[config.mk]
export PLATFORM = sky130hd
export DESIGN_NAME = cpu_datapath_flat
export DESIGN_NICKNAME = d
export VERILOG_FILES = /design/src/rtl/cpu_pkg.sv /design/src/rtl/cpu_datapath_if.sv /design/src/rtl/cpu_regfile.sv /design/src/rtl/cpu_datapath.sv /design/src/flat_wrapper.sv
export SDC_FILE = /design/constraint.sdc
export NUM_CORES = 1
export LEC_CHECK = 0
export ABC_AREA = 1
export BUFFER_PORTS_ARGS = -buffer_cell sky130_fd_sc_hd__buf_2
export CAP_MARGIN = 10
export CORE_MARGIN = 2
export CORE_UTILIZATION = 25
export CTS_CLUSTER_DIAMETER = 200
export CTS_CLUSTER_SIZE = 14
export DETAILED_ROUTE_END_ITERATION = 8
export GPL_TIMING_DRIVEN = 0
export PLACE_DENSITY = 0.43
export SYNTH_ARGS = -nofsm -noshare
export SYNTH_HDL_FRONTEND = slang
export SYNTH_SLANG_ARGS = --single-unit
[constraint.sdc]
create_clock -name clk -period 2.5 [get_ports clk]
set_input_delay 0.375 -clock clk [delete_from_list [all_inputs] [get_ports clk]]
set_output_delay 0.375 -clock clk [all_outputs]
set_load 0.01 [all_outputs]
[src/rtl/cpu_pkg.sv]
// Shared encodings for the datapath: write-back select, shifter ops, ALU ops
// and status-bit positions. The ALU op values match the controller's op field.
package cpu_pkg;

   localparam int CPU_DATA_W = 16;
   localparam int CPU_NREG   = 8;
   localparam int REG_W      = 3;

   typedef enum logic [1:0] {
      VSEL_MDATA  = 2'b00,
      VSEL_SXIMM8 = 2'b01,
      VSEL_PC     = 2'b10,
      VSEL_C      = 2'b11
   } vsel_e;

   typedef enum logic [1:0] {
      SH_PASS = 2'b00,
      SH_LSL1 = 2'b01,
      SH_LSR1 = 2'b10,
      SH_ASR1 = 2'b11
   } shift_e;

   typedef enum logic [1:0] {
      ALU_ADD = 2'b00,
      ALU_CMP = 2'b01,
      ALU_AND = 2'b10,
      ALU_MVN = 2'b11
   } aluop_e;

   localparam int STAT_Z = 0;
   localparam int STAT_N = 1;
   localparam int STAT_V = 2;

endpackage

[src/rtl/cpu_datapath_if.sv]
// Control, decoder and result signals between the controller/decoder (master)
// and the datapath (slave).
interface cpu_datapath_if #(
   parameter int DATA_W = 16
);
   logic [2:0]        readnum;
   logic [2:0]        writenum;
   logic              write;
   logic [1:0]        vsel;
   logic              loada;
   logic              loadb;
   logic              loadc;
   logic              loads;
   logic              asel;
   logic              bsel;
   logic [1:0]        shift;
   logic [1:0]        ALUop;
   logic [DATA_W-1:0] sximm8;
   logic [DATA_W-1:0] sximm5;
   logic [DATA_W-1:0] mdata;
   logic [7:0]        PC;
   logic [DATA_W-1:0] datapath_out;
   logic [2:0]        status_out;

   modport master (
      output readnum, writenum, write, vsel, loada, loadb, loadc, loads,
             asel, bsel, shift, ALUop, sximm8, sximm5, mdata, PC,
      input  datapath_out, status_out
   );

   modport slave (
      input  readnum, writenum, write, vsel, loada, loadb, loadc, loads,
             asel, bsel, shift, ALUop, sximm8, sximm5, mdata, PC,
      output datapath_out, status_out
   );
endinterface

[src/rtl/cpu_regfile.sv]
// General register file: combinational read port, synchronous write port.
// Every register clears on reset, so each entry is its own flop bank.
module cpu_regfile
   import cpu_pkg::*;
#(
   parameter int DATA_W = CPU_DATA_W,
   parameter int NREG   = CPU_NREG
) (
   input  logic              clk,
   input  logic              reset,
   input  logic              write,
   input  logic [REG_W-1:0]  writenum,
   input  logic [REG_W-1:0]  readnum,
   input  logic [DATA_W-1:0] data_in,
   output logic [DATA_W-1:0] data_out
);

   logic [DATA_W-1:0] regs [NREG];

   generate
      for (genvar gi = 0; gi < NREG; gi++) begin : g_reg
         logic [DATA_W-1:0] r_reg;

         always_ff @(posedge clk) begin
            if (reset) begin
               r_reg <= '0;
            end else if (write && (writenum == REG_W'(gi))) begin
               r_reg <= data_in;
            end
         end

         assign regs[gi] = r_reg;
      end
   endgenerate

   // Read returns the pre-write value when reading and writing the same index.
   assign data_out = regs[readnum];

endmodule

[src/rtl/cpu_datapath.sv]
// Datapath: register file, A/B/C operand and result registers, shifter on B,
// ALU and {V,N,Z} status register, all steered by the controller's enables.
module cpu_datapath
   import cpu_pkg::*;
#(
   parameter int DATA_W = CPU_DATA_W,
   parameter int NREG   = CPU_NREG
) (
   input  logic               clk,
   input  logic               reset,
   cpu_datapath_if.slave      bus
);

   localparam int MSB = DATA_W - 1;

   logic [DATA_W-1:0] read_data;
   logic [DATA_W-1:0] write_data;
   logic [DATA_W-1:0] a_reg, b_reg, c_reg;
   logic [2:0]        status_reg;
   logic [DATA_W-1:0] shift_out;
   logic [DATA_W-1:0] ain, bin;
   logic [DATA_W-1:0] alu_out;
   logic              ovf;
   logic [2:0]        flags;

   always_comb begin
      write_data = '0;
      case (bus.vsel)
         VSEL_MDATA:  write_data = bus.mdata;
         VSEL_SXIMM8: write_data = bus.sximm8;
         VSEL_PC:     write_data = {{(DATA_W-8){1'b0}}, bus.PC};
         VSEL_C:      write_data = c_reg;
         default:     write_data = '0;
      endcase
   end

   cpu_regfile #(
      .DATA_W (DATA_W),
      .NREG   (NREG)
   ) u_regfile (
      .clk      (clk),
      .reset    (reset),
      .write    (bus.write),
      .writenum (bus.writenum),
      .readnum  (bus.readnum),
      .data_in  (write_data),
      .data_out (read_data)
   );

   always_comb begin
      shift_out = b_reg;
      case (bus.shift)
         SH_PASS: shift_out = b_reg;
         SH_LSL1: shift_out = {b_reg[MSB-1:0], 1'b0};
         SH_LSR1: shift_out = {1'b0, b_reg[MSB:1]};
         SH_ASR1: shift_out = {b_reg[MSB], b_reg[MSB:1]};
         default: shift_out = b_reg;
      endcase
   end

   assign ain = bus.asel ? '0 : a_reg;
   assign bin = bus.bsel ? bus.sximm5 : shift_out;

   // Overflow is judged on sign bits only; AND/MVN never overflow.
   always_comb begin
      alu_out = '0;
      ovf     = 1'b0;
      case (bus.ALUop)
         ALU_ADD: begin
            alu_out = ain + bin;
            ovf     = (ain[MSB] == bin[MSB]) && (alu_out[MSB] != ain[MSB]);
         end
         ALU_CMP: begin
            alu_out = ain - bin;
            ovf     = (ain[MSB] != bin[MSB]) && (alu_out[MSB] != ain[MSB]);
         end
         ALU_AND: alu_out = ain & bin;
         ALU_MVN: alu_out = ~bin;
         default: alu_out = '0;
      endcase
   end

   always_comb begin
      flags         = '0;
      flags[STAT_Z] = (alu_out == '0);
      flags[STAT_N] = alu_out[MSB];
      flags[STAT_V] = ovf;
   end

   always_ff @(posedge clk) begin
      if (reset) begin
         a_reg      <= '0;
         b_reg      <= '0;
         c_reg      <= '0;
         status_reg <= '0;
      end else begin
         if (bus.loada) a_reg      <= read_data;
         if (bus.loadb) b_reg      <= read_data;
         if (bus.loadc) c_reg      <= alu_out;
         if (bus.loads) status_reg <= flags;
      end
   end

   assign bus.datapath_out = c_reg;
   assign bus.status_out   = status_reg;

endmodule

[src/flat_wrapper.sv]
// flat-port wrapper written by rule: the top's interface ports become plain ports
module cpu_datapath_flat import cpu_pkg::*;
#(
   parameter int DATA_W = CPU_DATA_W,
   parameter int NREG   = CPU_NREG
)
  (clk, reset, bus_readnum, bus_writenum, bus_write, bus_vsel, bus_loada, bus_loadb, bus_loadc, bus_loads, bus_asel, bus_bsel, bus_shift, bus_ALUop, bus_sximm8, bus_sximm5, bus_mdata, bus_PC, bus_datapath_out, bus_status_out);
  cpu_datapath_if #(.DATA_W(DATA_W)) bus_i ();
  input  logic clk;
  input  logic reset;
  input wire logic [$bits(bus_i.readnum)-1:0] bus_readnum;
  input wire logic [$bits(bus_i.writenum)-1:0] bus_writenum;
  input wire logic [$bits(bus_i.write)-1:0] bus_write;
  input wire logic [$bits(bus_i.vsel)-1:0] bus_vsel;
  input wire logic [$bits(bus_i.loada)-1:0] bus_loada;
  input wire logic [$bits(bus_i.loadb)-1:0] bus_loadb;
  input wire logic [$bits(bus_i.loadc)-1:0] bus_loadc;
  input wire logic [$bits(bus_i.loads)-1:0] bus_loads;
  input wire logic [$bits(bus_i.asel)-1:0] bus_asel;
  input wire logic [$bits(bus_i.bsel)-1:0] bus_bsel;
  input wire logic [$bits(bus_i.shift)-1:0] bus_shift;
  input wire logic [$bits(bus_i.ALUop)-1:0] bus_ALUop;
  input wire logic [$bits(bus_i.sximm8)-1:0] bus_sximm8;
  input wire logic [$bits(bus_i.sximm5)-1:0] bus_sximm5;
  input wire logic [$bits(bus_i.mdata)-1:0] bus_mdata;
  input wire logic [$bits(bus_i.PC)-1:0] bus_PC;
  output wire logic [$bits(bus_i.datapath_out)-1:0] bus_datapath_out;
  output wire logic [$bits(bus_i.status_out)-1:0] bus_status_out;
  assign bus_i.readnum = bus_readnum;
  assign bus_i.writenum = bus_writenum;
  assign bus_i.write = bus_write;
  assign bus_i.vsel = bus_vsel;
  assign bus_i.loada = bus_loada;
  assign bus_i.loadb = bus_loadb;
  assign bus_i.loadc = bus_loadc;
  assign bus_i.loads = bus_loads;
  assign bus_i.asel = bus_asel;
  assign bus_i.bsel = bus_bsel;
  assign bus_i.shift = bus_shift;
  assign bus_i.ALUop = bus_ALUop;
  assign bus_i.sximm8 = bus_sximm8;
  assign bus_i.sximm5 = bus_sximm5;
  assign bus_i.mdata = bus_mdata;
  assign bus_i.PC = bus_PC;
  assign bus_datapath_out = bus_i.datapath_out;
  assign bus_status_out = bus_i.status_out;
  cpu_datapath #(.DATA_W(DATA_W), .NREG(NREG)) u_core (.clk(clk), .reset(reset), .bus(bus_i));
endmodule
==> metrics.md <==
| Metric | Value |
|---|---|
| FILL cells | `between 4,000 and 5,000` |
| Vias post-DR | `11,200` |
| Commonest cells after routing, fill and taps aside | `o21ai_0 (263), a21oi_1 (189), nand2_1 (188)` |
| Cells after synthesis | `between 1,500 and 2,000` |
| Antenna viol nets, final | `0` |
| Max reg flops | `128` |
| Yosys reg bits | `179` |
| Maxcap violations | `0` |
| Hold Crit Class | `input pin to flip-flop` |
| Max transition margin | `0.126` |
| Setup violations, final | `0` |
| Critical Path Source Type | `flip-flop` |
| Clock Sinks | `roughly 180` |
| Primary FF master, synth | `dfxtp_1` |
| Reg2Reg Depth | `17` |
| Synth Warn # | `0` |
| Syn_area_per_cell | `between 6 and 7 um^2` |
| NumNets Final | `about 1,900` |
| GPL Wtd Cong | `about 0.97` |
| Syn nets | `roughly 1,700` |
| Synth cell types | `38` |
| Die Outline Area | `43,200 um^2` |
| Final hold vios | `0` |
| Fmax | `between 400 and 500 MHz` |
| N_diodes | `0` |
| Final WL | `about 43,000 um` |
| TNS Setup | `0 ns` |
| CTS tree | `done` |
| Synth async-reset ratio | `0` |
| Commonest non-fill, non-tap cell in the layout | `o21ai_0` |
| Clk_lat worst skew | `between 0.4 and 0.5 ns` |
| GRT overflow | `0` |
| H-tree depth | `4` |
| Reg2reg setup slack | `~0.02 ns` |
| Hold_buf cts | `0` |
| Share of cells above drive strength 1 | `0.233` |
| Leakage | `around 6 nW` |
| Count of input and output buffers | `90` |
| Initial antenna violation count | `1` |
| Clock Pin Slew Worst Setup and Hold Paths | `0.09 ns` |
| Power density cells | `around 590 nW/um^2` |
| Cts bufs inserted | `17` |
| Vias in the first global route | `~11,000` |
| Vias per cell | `4.89` |
| Status | `complete, no violations` |
| Core Area | `between 40,000 and 50,000 um^2` |
| Fin. max-slew vios | `0` |
| DRC Markers | `0` |
| Pin count of the biggest net entering global routing | `19` |
| Die Y | `around 210 um` |
| Worst reg2reg path endpoint | `u_core.bus.status_out[0]` |
| Critical Path RT | `about 2.9 ns` |
| Synth Cell Area | `~10,000 um^2` |
| Wire per inst | `18.6 um` |
| Initial Util | `0.254` |
| WHS | `about 0.21 ns` |
| Seq/Total Area, Yosys | `0.345` |
| Hold path depth | `2` |
| Gr usage total | `0.193` |
| Crit Reg-Reg Startpoint | `u_core.b_reg[0]` |
| CTS root buffer | `clkbuf_16` |
| Skew final | `0.0236 ns` |
| Initial drt markers | `652` |
| IO Pins | `96` |
| Final core utilization | `0.327` |
| Crit path DAT | `between 2 and 3 ns` |
| CP Class | `flip-flop to flip-flop` |
| Pre-Repair DR Iteration Count | `5` |
| Total Power | `roughly 7.8 mW` |
| First-pass GRT wire length | `around 64,000 um` |
| Dpl hpwl | `about 33,000 um` |
| Max FO, Critical Path | `4` |
| HP Start | `bus_loads` |
| RSZ-0062 raised after global routing | `yes` |
| Crit. End Element | `flip-flop` |
| Period Utilization, post-route | `0.992` |
| DIE WIDTH | `a little over 200 um` |
| Longest Clk Path Bufs | `2` |
| Hold Crit Endpoint | `u_core.bus.status_out[1]` |
| Worst-Margin Slew | `between 1 and 1.5 ns` |
| Worst vdd ir | `roughly 0.53 mV` |
| Row count | `74` |
| Post-synth EDFFs | `0` |
| Area Growth Syn to Fin | `28.7%` |
| Final Critical Period | `2.48 ns` |
[metal layers]
| metal | wire length (um) | global-route usage | share of wire |
|---|---|---|---|
| met5 | 0 | 0 | 0 |
| met4 | 1080 | 0.0528 | 0.025 |
| met3 | 1660 | 0.0221 | 0.039 |
| met2 | 20400 | 0.331 | 0.48 |
| met1 | 19600 | 0.255 | 0.46 |
[Yosys cell counts, types with 2 or more instances]
cell type / n / area share
nor3_2: 3 / 0.0029
ha_1: 31 / 0.037
fa_1: 2 / 0.0039
inv_2: 7 / 0.0025
o221ai_1: 14 / 0.012
nor3_1: 2 / 0.00096
nand2_2: 5 / 0.0030
clkinv_1: 3 / 0.0011
nor2_1: 160 / 0.058
a21oi_1: 213 / 0.10
o211ai_1: 14 / 0.010
clkbuf_1: 73 / 0.026
a21oi_2: 7 / 0.0059
inv_1: 199 / 0.072
o22ai_1: 13 / 0.0078
buf_6: 5 / 0.0054
nand4_1: 14 / 0.0084
a221oi_1: 4 / 0.0034
dfxtp_1: 179 / 0.34
nand3_1: 88 / 0.042
a22o_1: 11 / 0.0093
o21ai_0: 267 / 0.13
buf_2: 15 / 0.0072
xor2_1: 2 / 0.0017
or2_2: 2 / 0.0012
nand2_1: 255 / 0.092
[where the power goes]
group / total (mW) / internal (mW) / switching (mW)
combinational: 2.01 / 0.690 / 1.32
clock: 2.74 / 1.42 / 1.32
sequential: 3.07 / 2.99 / 0.0863
total: 7.82 / 5.10 / 2.72
[what timing repair did]
item	4_1_cts	5_1_grt
hold endpoints to repair	0	0
resized for setup	102	156
gates cloned	0	1
setup buffers	19	16
endpoints found under the setup margin	11	13
pin swaps	42	83
[worst max path at each step]
stage / startpoint / endpoint / cells past startpoint
after floorplan: bus_shift[1] / u_core.bus.status_out[0] / 21
after global placement: bus_shift[0] / u_core.bus.status_out[0] / 18
after detailed placement: bus_shift[0] / u_core.bus.status_out[0] / 18
after CTS: u_core.b_reg[3] / u_core.bus.status_out[0] / 21
after global routing: u_core.b_reg[14] / u_core.bus.status_out[0] / 17
final: u_core.b_reg[0] / u_core.bus.status_out[0] / 17
[final cells by class]
class                      count  area [um^2]  area share
multi-input combinational   1117         6480       0.485
sequential                   179         3600       0.270
inverter                     209          808      0.0605
timing repair buffer         130          752      0.0563
tap                          532          666      0.0498
buffer                        94          472      0.0353
clock buffer                  17          425      0.0318
clock inverter                14          159      0.0119
[worst max-delay path, stage by stage, from the launching register on]
cell	delay (ns)
dfxtp_2	0.34
nand3b_1	0.17
nand3_2	0.12
nand2_4	0.06
buf_4	0.13
ha_4	0.29
nand3_4	0.09
nand2_4	0.11
nand2_1	0.09
nand2_2	0.09
nand2_1	0.06
nand3_1	0.06
nand4_1	0.23
nor2_1	0.19
nand2_1	0.06
nor2_1	0.08
nand2_1	0.08
a21oi_2	0.12
[kinds of logic after synthesis]
family,synth area share
AO/OA/AOI/OAI,0.283
AND/OR/NAND/NOR,0.212
buffers and inverters,0.116
flip-flops,0.345
adder cells (fa/ha/maj),0.0412
XOR/XNOR,0.00253
[per-stage QoR]
stage / setup slack [ns] / instances / area [um^2]
finish: 0.0204 / 2292 / 13400
global route: -0.160 / 2292 / 13400
CTS: 0.000247 / 2276 / 12700
detailed placement: -0.862 / 2226 / 11600
global placement: -0.868 / 2222 / 11600
floorplan: -0.0149 / 1600 / 10500
Note: power is estimated with default switching activity, not from simulation.
